$ cat src/rtl/fetch_unit.sv
// rtl/fetch_unit.sv - instruction fetch stage: PC, imem requests, in-order fetch buffer, redirect flush
//
// Purpose:
//   Owns the PC and issues word fetches to an instruction memory with variable
//   latency and in-order responses. Returned words are kept with their PCs in a
//   small circular buffer and handed to decode over a valid/ready handshake.
//   A redirect flushes the buffer and arranges for the still-outstanding
//   wrong-path responses to be discarded as they come back.
//
// Ports:
//   clk, rst_n                      clock, asynchronous active-low reset
//   imem_req_valid/ready, imem_addr word fetch request (address is word aligned)
//   imem_rsp_valid, imem_rsp_data   in-order fetch responses
//   redirect, PCTarget              single-cycle redirect pulse and its target
//   ID_valid/ready                  handshake towards decode
//   ID_Instr, ID_PC, ID_PCPlus4     head instruction, its PC and PC + 4 (0 when not valid)

module fetch_unit #(
  parameter logic [31:0] RESET_PC = 32'h0000_0000,
  parameter int          DEPTH    = 2
) (
  input  logic        clk,
  input  logic        rst_n,
  output logic        imem_req_valid,
  input  logic        imem_req_ready,
  output logic [31:0] imem_addr,
  input  logic        imem_rsp_valid,
  input  logic [31:0] imem_rsp_data,
  input  logic        redirect,
  input  logic [31:0] PCTarget,
  output logic        ID_valid,
  input  logic        ID_ready,
  output logic [31:0] ID_Instr,
  output logic [31:0] ID_PC,
  output logic [31:0] ID_PCPlus4
);

  localparam int PW = (DEPTH > 1) ? $clog2(DEPTH) : 1;
  localparam int CW = PW + 1;
  localparam logic [CW:0] DEPTH_C = (CW+1)'(DEPTH);

  logic [31:0]       pc_q, pc_d;
  logic [31:0]       ent_pc_q    [DEPTH];
  logic [31:0]       ent_pc_d    [DEPTH];
  logic [31:0]       ent_instr_q [DEPTH];
  logic [31:0]       ent_instr_d [DEPTH];
  logic [DEPTH-1:0]  filled_q, filled_d;
  logic [PW-1:0]     wr_ptr_q, wr_ptr_d;
  logic [PW-1:0]     fill_ptr_q, fill_ptr_d;
  logic [PW-1:0]     rd_ptr_q, rd_ptr_d;
  logic [CW-1:0]     alloc_q, alloc_d;       // entries allocated, filled or not
  logic [CW-1:0]     inflight_q, inflight_d; // accepted requests without a response yet
  logic [CW-1:0]     drop_q, drop_d;         // outstanding responses that belong to a flushed path

  logic req_fire;
  logic pop;
  logic unused_pc_lsbs;

  // Misaligned target bits are deliberately ignored.
  assign unused_pc_lsbs = ^PCTarget[1:0];

  // Occupancy counts every slot a response may still need: live allocated
  // entries plus stale responses still owed by memory. Pre-pop occupancy is
  // used, so a pop never enables a request in the same cycle.
  assign imem_req_valid = rst_n && !redirect &&
                          (({1'b0, alloc_q} + {1'b0, drop_q}) < DEPTH_C);
  assign imem_addr      = pc_q;

  assign ID_valid   = filled_q[rd_ptr_q];
  assign ID_Instr   = ID_valid ? ent_instr_q[rd_ptr_q] : 32'h0;
  assign ID_PC      = ID_valid ? ent_pc_q[rd_ptr_q] : 32'h0;
  assign ID_PCPlus4 = ID_valid ? (ent_pc_q[rd_ptr_q] + 32'd4) : 32'h0;

  assign req_fire = imem_req_valid && imem_req_ready;
  assign pop      = ID_valid && ID_ready && !redirect;

  always_comb begin
    pc_d        = pc_q;
    ent_pc_d    = ent_pc_q;
    ent_instr_d = ent_instr_q;
    filled_d    = filled_q;
    wr_ptr_d    = wr_ptr_q;
    fill_ptr_d  = fill_ptr_q;
    rd_ptr_d    = rd_ptr_q;
    alloc_d     = alloc_q;
    inflight_d  = inflight_q;
    drop_d      = drop_q;

    if (redirect) begin
      // Everything still owed by memory is now wrong-path, including any
      // response arriving in this very cycle (it is consumed here).
      pc_d       = {PCTarget[31:2], 2'b00};
      filled_d   = '0;
      wr_ptr_d   = '0;
      fill_ptr_d = '0;
      rd_ptr_d   = '0;
      alloc_d    = '0;
      inflight_d = inflight_q - CW'(imem_rsp_valid);
      drop_d     = inflight_q - CW'(imem_rsp_valid);
    end else begin
      if (req_fire) begin
        ent_pc_d[wr_ptr_q] = pc_q;
        filled_d[wr_ptr_q] = 1'b0;
        wr_ptr_d           = wr_ptr_q + 1'b1;
        pc_d               = pc_q + 32'd4;
      end

      // Stale responses always come back before any new-path response.
      if (imem_rsp_valid) begin
        if (drop_q != '0) begin
          drop_d = drop_q - 1'b1;
        end else begin
          ent_instr_d[fill_ptr_q] = imem_rsp_data;
          filled_d[fill_ptr_q]    = 1'b1;
          fill_ptr_d              = fill_ptr_q + 1'b1;
        end
      end

      if (pop) begin
        filled_d[rd_ptr_q] = 1'b0;
        rd_ptr_d           = rd_ptr_q + 1'b1;
      end

      alloc_d    = alloc_q + CW'(req_fire) - CW'(pop);
      inflight_d = inflight_q + CW'(req_fire) - CW'(imem_rsp_valid);
    end
  end

  always_ff @(posedge clk or negedge rst_n) begin
    if (!rst_n) begin
      pc_q       <= RESET_PC;
      filled_q   <= '0;
      wr_ptr_q   <= '0;
      fill_ptr_q <= '0;
      rd_ptr_q   <= '0;
      alloc_q    <= '0;
      inflight_q <= '0;
      drop_q     <= '0;
      for (int i = 0; i < DEPTH; i++) begin
        ent_pc_q[i]    <= 32'h0;
        ent_instr_q[i] <= 32'h0;
      end
    end else begin
      pc_q        <= pc_d;
      filled_q    <= filled_d;
      wr_ptr_q    <= wr_ptr_d;
      fill_ptr_q  <= fill_ptr_d;
      rd_ptr_q    <= rd_ptr_d;
      alloc_q     <= alloc_d;
      inflight_q  <= inflight_d;
      drop_q      <= drop_d;
      ent_pc_q    <= ent_pc_d;
      ent_instr_q <= ent_instr_d;
    end
  end

endmodule

$ cat config.mk
export PLATFORM = sky130hd
export DESIGN_NAME = fetch_unit
export DESIGN_NICKNAME = d
export VERILOG_FILES = /design/src/rtl/fetch_unit.sv
export SDC_FILE = /design/constraint.sdc
export NUM_CORES = 1
export LEC_CHECK = 0
export ABC_AREA = 1
export ABC_CLOCK_PERIOD_IN_PS = 4850
export CAP_MARGIN = 15
export CORE_ASPECT_RATIO = 1.75
export CORE_MARGIN = 10
export CORE_UTILIZATION = 53
export CTS_BUF_LIST = sky130_fd_sc_hd__clkbuf_4 sky130_fd_sc_hd__clkbuf_8
export DETAILED_ROUTE_END_ITERATION = 10
export PLACE_DENSITY = 0.84
export SYNTH_ARGS = -nofsm -noshare
export SYNTH_HDL_FRONTEND = slang
export SYNTH_SLANG_ARGS = --single-unit
$ cat constraint.sdc
create_clock -name clk -period 4.85 [get_ports clk]
set_input_delay 0.97 -clock clk [delete_from_list [all_inputs] [get_ports clk]]
set_output_delay 0.97 -clock clk [all_outputs]
set_load 0.1 [all_outputs]
-- After elaboration in Yosys (flattened, before gate mapping)
Index checks and enable logic that the tools add are counted.
- reductions and logical operators: 20
- multiplexer cells: 44
- magnitude comparators: 12
- add/sub/neg operators: 12
- bitwise operators: 10
- equal/unequal tests: 1
- operators by type and width (kind ; number):
    32-bit 2-to-1 mux ; 13
    64-bit bitwise mux ; 2
    32-bit by 3-bit adder with 32-bit output (second input constant) ; 2
    32-bit demux with 1-bit select ; 2
    2-bit 2-to-1 mux ; 12
    1-bit 2-to-1 mux ; 12
    1-bit logical AND ; 10
    2-bit nonzero test ; 5
    2-bit >= comparator (second input constant) ; 3
    1-bit by 2-bit < comparator with 1-bit output (second input constant) ; 3
    1-bit NOT with 2-bit output ; 3
    2-bit AND reduction ; 3
    2-bit by 1-bit subtractor with 2-bit output ; 3
    2-bit by 1-bit adder with 2-bit output ; 2
    2-bit AND ; 2
    2-bit by 1-bit < comparator with 1-bit output (second input constant) ; 2
    2-bit NOT ; 2
    1-bit adder (second input constant) ; 3
    2-bit by 2-bit adder with 3-bit output ; 1
    1-bit demux with 1-bit select ; 3
    1-bit >= comparator (second input constant) ; 3
    3-bit by 2-bit < comparator with 1-bit output (second input constant) ; 1
    3-bit AND reduction ; 1
    2-bit inequality test (second input constant) ; 1
    other kinds (4) ; 5
- register bits: 171
- input port bits: 70

-- Depth between registers and ports, before layout
Gate-level depths: netlist of the first run.
- depth in word-level cells: 15
- mapped depth: 13

-- Worst setup path after synthesis of the first run
OpenSTA, ideal clock, no wires.
- kind: register to output
- start: reg rd_ptr_q
- end: out ID_PCPlus4[9]
- arrival: 3.944 ns
- cell stages (with the launch flop): 8
- buffers on the path: 0
- path slack: -0.064 ns
- required time: 3.880 ns
- cells stage by stage: dfrtp_1 inv_2 or2_0 o21a_1 inv_2 a21oi_1 a21oi_1 a21oi_1
- cells in the longest elaborated chain, start to end: 6
- elaborated cells on any way between the ends: 8
- classes of those cells: 1 x add/sub; 6 x mux; 1 x bitwise
- RTL lines (what ; RTL line ; RTL):
    start: declaration ; 50 ; logic [PW-1:0] rd_ptr_q, rd_ptr_d;
    start signal: assignment ; 148 ; rd_ptr_q <= rd_ptr_d;
    1-bit NOT with 2-bit output (not written as such) ; 72 ; assign ID_PCPlus4 = ID_valid ? (ent_pc_q[rd_ptr_q] + 32'd4) : 32'h0;
    32-bit 2-to-1 mux (not written as such) (3 in a row) ; 72 ;
    32-bit by 3-bit adder with 32-bit output ; 72 ;
    32-bit 2-to-1 mux * ; 72 ;
    end: declaration ; 35 ; output logic [31:0] ID_PCPlus4
Mark *: on every way between the ends. The rest lies on a longest branch, timed or not. The select of a mux whose other input is x is not followed.

-- Worst setup path in the final report of the first run
- start: reg rd_ptr_q
- end: out ID_PCPlus4[28]
The elaborated chain is that of the path after synthesis.

==> impl_metrics.toml, run 1 <==
[pwr]
vdd_drop_max_v = 0.000434
clkPwrFrac_pct = 13.5
p_seq_share_pct = 30.4
p_comb_share_pct = 56.2
p_per_area_nw_per_um2 = 570
p_leak_nw = 6.31
total_power_mw = 7.31
internal_power_mw = 3.62
power.switching_mw = 3.70
switching_share_pct = 50.6

[synthesis]
avgSynthCellArea_um2 = 6.75
netlist.top_cell.by_area = "dfrtp_1"
ys_seq_area_share_pct = 43.5
syn-cell-area_um2 = 9490
ys_seq_elements = 165
synth_most_common_cell = "nand2_1"
synth_edf_count = 0
synth_compound_area_share_pct = 9.79
dominantRegCellSynth = "dfrtp_1"
ys_types = 38
async_flop_share_pct = 100
synthAdderAreaFrac_pct = 1.27
yosys.area_share.xor_xnor_pct = 1.85
yosysWarnings = 0
synth_top_area_share_pct = 43.5
synth_cells = 1405
synth_top_family_by_area = "simple AND/OR/NAND/NOR gates"
synthTopCellsByArea = "dfrtp_1, nand2_1, o21ai_0"
yosys.area_share.simple_pct = 34.0
synth_mux_area_share_pct = 0
netlist_top_cells_count = "nand2_1, dfrtp_1, inv_1, nor2_1, o21ai_0"

[timing]
period_minus_slack_ps = 4520
slew_headroom_pct = 27.2
rsz0062_at_grt = "false"
clock_skew_ps = 10.9
setup_tns_ps = 0
worst_pin_slew_ps = 1090
fmax_mhz = 221
finalMaxSlewViolations = 0
setup_viol = 0
finalHoldViolations = 0
fin_crit_sh_pct = 93.1

[routing]
viasPerCell = 5.29
drc_errors = 0
ant_nets = 0
routedWlPerCell_um = 17.0
drt_iter0_drc = 841
wl_mm = 30.7
vias = 9577
drt_pass1_iterations = 6

[worst_setup_path]
worstPathMaxFanout = 49
start_kind = "register"
crit_chain = "inv_2 -> buf_4 -> nand2_1 -> nand2_1 -> nand2_1 -> nor2_1 -> nand2_1 -> nor2_1 -> nand2_1 -> nand2_1 -> nand2_1 -> nor2_1 -> buf_12"
cp-end-kind = "primary output"
cp_num_cells = 13
cp_slowest_cell = "inv_2"
critPathBufInv = 3
max_stage_delay_ps = 680
worst-r2r-cell-count = 9
crit_top_cell = "nand2_1"
regToRegStartpoint = "drop_q[0]"
r2r_end = "filled_q[1]"
cp_top_family = "simple AND/OR/NAND/NOR gates"
crit_type = "reg2out"
critPathRequiredTime_ps = 3880
r2r_setup_slack_ps = 1730
cp.arrival_ps = 3550

[finish]
area_growth_pct = 35.2
multi_input_area_um2 = 4480
nets = 1643
seq_area_um2 = 4130
fillers = 1328
drive_above_1_share_pct = 10.3
stdcell_count = 1809

[place]
port_buffers = 191
dpl.hpwl_mm = 23.4
dp_cells = 1775
gp_congestion = 0.955

[die]
start_util_pct = 54.1
row_count = 64
dieHeight_um = 197
core_region_area_um2 = 17500
chipWidth_um = 121
die-area_um2 = 23900
pin_count = 200

[global_route]
grt.overflow.total = 0
grt_max_degree = 75
grt_pass1_vias = 9269
track_usage_pct = 25.3
antenna_found_initial = 1
grt_pass1_wl_mm = 48.1

[clocking]
clock_path_buffers = 2
clockRootBuffer = "clkbuf_8"
worstSkewPairLatency_ps = 450
htreeDepth = 4
cts_setup_buffers = 0
cts_num_sinks = 165
cts_resized = 0
numCtsBuffers = 17
clk_pin_slew_ps = 80
hold_buffers = 0
cts_tree = "built"

[job]
cap_violations = 0

[min_path]
hold_class = "in2async"

[status]
outcome = "finished, final reports clean"
-- cell families (layout without fill, tap and decap cells) --
| family | after synthesis | after routing |
|---|---|---|
| adders and majority gates | 9 | 9 |
| AOI/OAI and AO/OA | 177 | 177 |
| and+or+nand+nor | 813 | 813 |
| buffers and inverters | 220 | 387 |
| other | 1 | 7 |
| xor gates and xnor gates | 20 | 20 |
| DFF | 165 | 165 |
-- metal layers --
metal / GRT usage, % / wire length (µm)
met1: 26.4 / 10600
met2: 45.3 / 16200
met3: 5.58 / 2110
met4: 14.7 / 1760
met5: 0 / 0
-- power by group through the flow --
stage	clock (mW)	sequential (mW)	combinational (mW)
3_5_place_dp	0	2.24	4.10
2_1_floorplan	0	2.45	2.51
3_3_place_gp	0	2.20	4.03
6_report	0.986	2.22	4.11
4_1_cts	0.990	2.21	4.12
5_1_grt	1.05	2.28	4.41
-- area by class of cell --
type / count / area share [%]
Antenna cell: 1 / 0.0195
Clock buffer: 21 / 2.11
Clock inverter: 11 / 0.976
Inverter: 156 / 4.59
Multi-Input combinational cell: 1025 / 35.0
Sequential cell: 165 / 32.2
Tap cell: 231 / 2.25
Timing Repair Buffer: 199 / 22.9
-- worst max path at each step --
| stage | startpoint | endpoint |
|---|---|---|
| finish | rd_ptr_q | ID_PCPlus4[28] |
| global placement | rd_ptr_q | ID_PCPlus4[28] |
| CTS | rd_ptr_q | ID_PCPlus4[28] |
| detailed placement | rd_ptr_q | ID_PCPlus4[28] |
| global route | rd_ptr_q | ID_PCPlus4[31] |
| floorplan | rd_ptr_q | ID_PCPlus4[8] |
-- registers in the layout, indices dropped and copies added (netlist names) --
register	count
ent_instr_q	64
imem_addr	30
wr_ptr_q	1
drop_q	2
rd_ptr_q	1
ent_pc_q	60
filled_q	2
fill_ptr_q	1
inflight_q	2
alloc_q	2
-- cell usage in the layout (no fill, tap or decap), types with 8 or more instances in the layout --
cell type        synthesis  routed
nand3_1                 58      57
dfrtp_1                165     164
o21ai_1                 10      10
buf_12                   0      94
o21ai_0                133     133
clkbuf_8                 0      18
nor2_1                 135     135
xor2_1                  17      17
ha_1                     8       8
inv_1                  151     151
clkdlybuf4s50_1          0      96
nor3_1                  16      16
a21oi_1                 19      18
nand2_1                581     580
-- metrics by stage --
| stage | util [%] | area [µm²] | hold WS [ps] | setup slack (ps) |
|---|---|---|---|---|
| 3_5_place_dp | 70.7 | 12400 | 473 | 879 |
| 6_report | 73.1 | 12800 | 418 | 334 |
| 4_1_cts | 72.9 | 12800 | 429 | 380 |
| 2_1_floorplan | - | 9510 | 445 | 90.1 |
| 5_1_grt | 73.1 | 12800 | 446 | 144 |
| 3_3_place_gp | 70.7 | 12400 | 460 | 864 |
(Power assumes the default switching activity.)
==> run 2, diff against run 1 <==
Settings changed: ABC_CLOCK_PERIOD_IN_PS 4850 to not set, CELL_PAD_IN_SITES_DETAIL_PLACEMENT set to 0, CELL_PAD_IN_SITES_GLOBAL_PLACEMENT set to 1, CORE_UTILIZATION 53 to 40, PLACE_DENSITY 0.84 to 0.89.
==> run 2 against run 1 <==
Against the previous run:
- hold slack gained 2.5 ps
- die area up 28%
- clock power down 3.8%
- combinational power decreased by 5.6%
- critical path depth decreased by 1
- setup slack improved by 230 ps
- via count is 3.5% lower
- register-to-register slack better by 20 ps
- clock skew down 1.7 ps
- critical endpoint unchanged
- largest power group unchanged
- highest routed layer unchanged
==> impl_metrics.toml, run 2 (synthesis results as in run 1) <==
[status]
outcome = "finished, final reports clean"

[global_route]
grt.overflow.total = 0
antenna_found_initial = 0
grt_pass1_wl_mm = 48.9
track_usage_pct = 20.3
grt_pass1_vias = 9319
grt_max_degree = 70

[finish]
drive_above_1_share_pct = 10.2
antenna_cells = 0
mostFrequentLayoutCells = "nand2_1, dfrtp_1, inv_1, nor2_1, o21ai_0"
final_common_cell = "nand2_1"
largest_reg_flops = 64
area_growth_pct = 31.5
design_area_um2 = 12500
stdcell_count = 1879
largest-register = "ent_instr_q"
nets = 1643

[worst_setup_path]
cp.arrival_ps = 3320
crit_chain = "buf_4 -> nand2_1 -> nand2_1 -> nand2_1 -> nor2_1 -> nand2_1 -> nor2_1 -> nand2_1 -> nand2_1 -> nand2_1 -> nor2_1 -> buf_12"
critPathLaunch = "rd_ptr_q"
start_kind = "register"
regToRegStartpoint = "drop_q[0]"
r2r_end = "ent_pc_q[62]"
critPathRequiredTime_ps = 3880
worst-r2r-cell-count = 8
crit_type = "reg2out"
cp-end-kind = "primary output"
max_stage_delay_ps = 600
cp_slowest_cell = "buf_4"
worstPathMaxFanout = 57
r2r_setup_slack_ps = 1750
crit_top_cell = "nand2_1"

[timing]
finalHoldViolations = 0
setup_tns_ps = 0
slew_headroom_pct = 27.5
fmax_mhz = 233
worst_pin_slew_ps = 1080
clock_skew_ps = 9.30
period_minus_slack_ps = 4290
fin_crit_sh_pct = 88.4
finalMaxSlewViolations = 0
setup_ws_ps = 562
rsz0062_at_grt = "false"
setup_viol = 0

[clocking]
cts_num_sinks = 165
numCtsBuffers = 17
htreeDepth = 4
hold_buffers = 0
worstSkewPairLatency_ps = 460
cts_setup_buffers = 0
cts_tree = "built"
clock_path_buffers = 2
clockRootBuffer = "clkbuf_8"
clk_pin_slew_ps = 90
cts_resized = 0

[routing]
viasPerCell = 4.92
wl_mm = 30.8
drc_errors = 0
drt_pass1_iterations = 7
drt_iter0_drc = 376
ant_nets = 0
routedWlPerCell_um = 16.4
vias = 9238

[place]
gp_congestion = 0.947
dpl.hpwl_mm = 23.8
placed_area_um2 = 12100
dp_cells = 1849
port_buffers = 191
dpl_worst_slack_ps = 981

[die]
pin_count = 200
die-area_um2 = 30500
chipWidth_um = 136
dieHeight_um = 224
start_util_pct = 40.7
row_count = 74
core_region_area_um2 = 23300

[job]
cap_violations = 0

[min_path]
hold_class = "in2async"

[pwr]
vdd_drop_max_v = 0.000303
p_per_area_nw_per_um2 = 565
p_leak_nw = 6.19
total_power_mw = 7.05
run 2: stage by stage:
step	utilization (%)	hold slack, ps
6_report	53.4	421
2_1_floorplan	-	445
5_1_grt	53.4	435
4_1_cts	53.4	436
3_3_place_gp	51.8	462
3_5_place_dp	51.8	473
run 2: metal layers:
metal / track usage, % / routed length, µm
met2: 36.4 / 16000
met1: 20.6 / 11200
met3: 5.20 / 2020
met4: 11.3 / 1680
met5: 0 / 0
run 2: final cells by class:
cell class,count,area (µm²)
fill,2354,10900
multi-input combinational,1025,4480
sequential,165,4130
timing repair buffer,199,2510
inverter,156,588
tap,304,380
clock buffer,23,298
clock inverter,7,75.1
run 2: power by group:
group,internal (mW),switching [mW],total [mW]
clock,0.458,0.492,0.949
sequential,1.88,0.329,2.21
combinational,1.10,2.78,3.88
total,3.44,3.61,7.05
run 2: worst max path at each step:
| stage | end | slack [ps] | cells after the start |
|---|---|---|---|
| 4_1_cts | ID_PCPlus4[24] | 470 | 13 |
| 6_report | ID_PCPlus4[28] | 560 | 12 |
| 3_3_place_gp | ID_PCPlus4[24] | 1030 | 13 |
| 3_5_place_dp | ID_PCPlus4[24] | 980 | 13 |
| 5_1_grt | ID_PCPlus4[24] | 150 | 13 |
| 2_1_floorplan | ID_PCPlus4[8] | 90 | 7 |
run 2: worst max-delay path, delay by kind of cell (launching register included):
kind	cells	cell delay (ps)
buffers and inverters	2	810
flip-flops	1	490
AND/OR/NAND/NOR	10	1550
==> run 3, diff against run 2 <==
Settings changed: PLACE_DENSITY 0.89 to not set, PLACE_DENSITY_LB_ADDON set to 0.1.
==> run 3 against run 2 <==
Against the previous run:
- clock power increased by 3.7%
- critical endpoint is now ID_PCPlus4[31]
- first-iteration DRC count increased by 4.3%
- hold slack got worse by 9.3 ps
- design area increased by 1.6%
==> impl_metrics.toml, run 3 (synthesis results as in run 1) <==
[die]
die-area_um2 = 30500
chipWidth_um = 136
pin_count = 200
row_count = 74
core_region_area_um2 = 23300
dieHeight_um = 224
start_util_pct = 40.7

[worst_setup_path]
critPathLaunch = "rd_ptr_q"
critPathBufInv = 3
critPathCapture = "ID_PCPlus4[31]"
cp_top_family = "simple AND/OR/NAND/NOR gates"
worstPathMaxFanout = 21
cp_slowest_cell = "dfrtp_2"
max_stage_delay_ps = 420
r2r_end = "alloc_q[1]"
cp-end-kind = "primary output"
crit_top_cell = "nand2_1"
crit_chain = "inv_2 -> buf_4 -> nand2_1 -> nand2_1 -> nand2_1 -> nor2_1 -> nand2_1 -> nor2_1 -> nand2_1 -> nand2_1 -> nand2_1 -> nor2_1 -> buf_12"
start_kind = "register"
cp_num_cells = 13
regToRegStartpoint = "rd_ptr_q"
crit_type = "reg2out"
cp.arrival_ps = 3270
critPathRequiredTime_ps = 3880
worst-r2r-cell-count = 12
r2r_setup_slack_ps = 1630

[clocking]
cts_setup_buffers = 0
clockRootBuffer = "clkbuf_8"
clock_path_buffers = 2
htreeDepth = 4
worstSkewPairLatency_ps = 480
cts_tree = "built"
clk_pin_slew_ps = 80
numCtsBuffers = 17
cts_resized = 0
hold_buffers = 0
cts_num_sinks = 165

[finish]
drive_above_1_share_pct = 10.4
mostFrequentLayoutCells = "nand2_1, dfrtp_1, inv_1, nor2_1, o21ai_0"
final_common_cell = "nand2_1"
design_area_um2 = 12700
stdcell_count = 1882
fillers = 2370
antenna_cells = 0
area_growth_pct = 33.6
nets = 1646
largest_reg_flops = 64
largest-register = "ent_instr_q"

[routing]
routedWlPerCell_um = 16.7
ant_nets = 0
drt_pass1_iterations = 5
vias = 9067
drt_iter0_drc = 392
drc_errors = 0
wl_mm = 31.5
viasPerCell = 4.82

[timing]
fin_crit_sh_pct = 87.4
clock_skew_ps = 10.5
worst_pin_slew_ps = 1090
finalHoldViolations = 0
rsz0062_at_grt = "false"
setup_tns_ps = 0
slew_headroom_pct = 26.9
period_minus_slack_ps = 4240
fmax_mhz = 236
finalMaxSlewViolations = 0
setup_viol = 0
setup_ws_ps = 612

[global_route]
grt_max_degree = 68
antenna_found_initial = 0
grt_pass1_wl_mm = 49.8
grt_pass1_vias = 9236
track_usage_pct = 21.0
grt.overflow.total = 0

[min_path]
hold_class = "in2async"

[place]
dpl_worst_slack_ps = 1070
dp_cells = 1852
port_buffers = 191
dpl.hpwl_mm = 25.0
placed_area_um2 = 12300
gp_congestion = 0.913

[pwr]
p_leak_nw = 6.25
vdd_drop_max_v = 0.000370
p_per_area_nw_per_um2 = 565

[status]
outcome = "finished, final reports clean"

[job]
cap_violations = 0
[run 3: changes by cell type in the layout (fill, tap and decap cells not counted)]
cell,before,now
clkinv_2,2,3
clkbuf_8,20,19
buf_12,62,75
buf_4,40,30
clkinvlp_4,6,5
bufinv_16,1,2
[run 3: cell type report]
type | instances | area [µm²] | share of cell area [%]
tap | 304 | 380 | 3.00
timing repair buffer | 202 | 2700 | 21.3
clock buffer | 22 | 284 | 2.24
clock inverter | 8 | 103 | 0.810
sequential | 165 | 4130 | 32.6
multi-input combinational | 1025 | 4480 | 35.4
inverter | 156 | 588 | 4.64
[run 3: stage by stage]
| step | hold slack [ps] | utilization [%] | power, mW |
|---|---|---|---|
| after floorplan | 445 | - | 4.96 |
| after global placement | 460 | 52.6 | 6.19 |
| after detailed placement | 467 | 52.6 | 6.24 |
| after CTS | 413 | 54.3 | 7.24 |
| after global routing | 435 | 54.3 | 7.64 |
| final | 411 | 54.3 | 7.15 |
[run 3: power breakdown]
group          internal, mW  leakage (nW)  switching, mW
Clock                 0.494         0.183          0.490
Sequential             1.88          2.11          0.316
Combinational          1.17          3.96           2.81
[run 3: worst reg2reg max path, delay by kind of cell (launching register included)]
family | cells | cell delay (ps)
AOI/OAI and AO/OA | 1 | 310
adders and majority gates | 2 | 390
and+or+nand+nor | 4 | 580
buffers and inverters | 4 | 1250
xor gates and xnor gates | 1 | 150
DFF | 1 | 420
[run 3: how the worst min path moves through the flow]
stage | start | endpoint | slack, ps | cells past startpoint
after floorplan | ent_pc_q[31] | ent_pc_q[31] | 450 | 2
after global placement | ent_pc_q[31] | ent_pc_q[31] | 460 | 2
after detailed placement | ent_pc_q[63] | ent_pc_q[63] | 470 | 2
after CTS | rst_n | ent_instr_q[46] | 410 | 1
after global routing | rst_n | ent_instr_q[46] | 440 | 1
final | rst_n | ent_instr_q[46] | 410 | 1
[run 3: per-layer routing]
metal,share of wire [%],up-vias,GRT usage (%),routed length (µm)
li1,-,4643,-,-
met3,4.7,53,4.53,1490
met4,3.9,0,10.0,1240
met2,56,223,39.9,17500
met5,0,-,0,0
met1,36,4148,20.5,11300
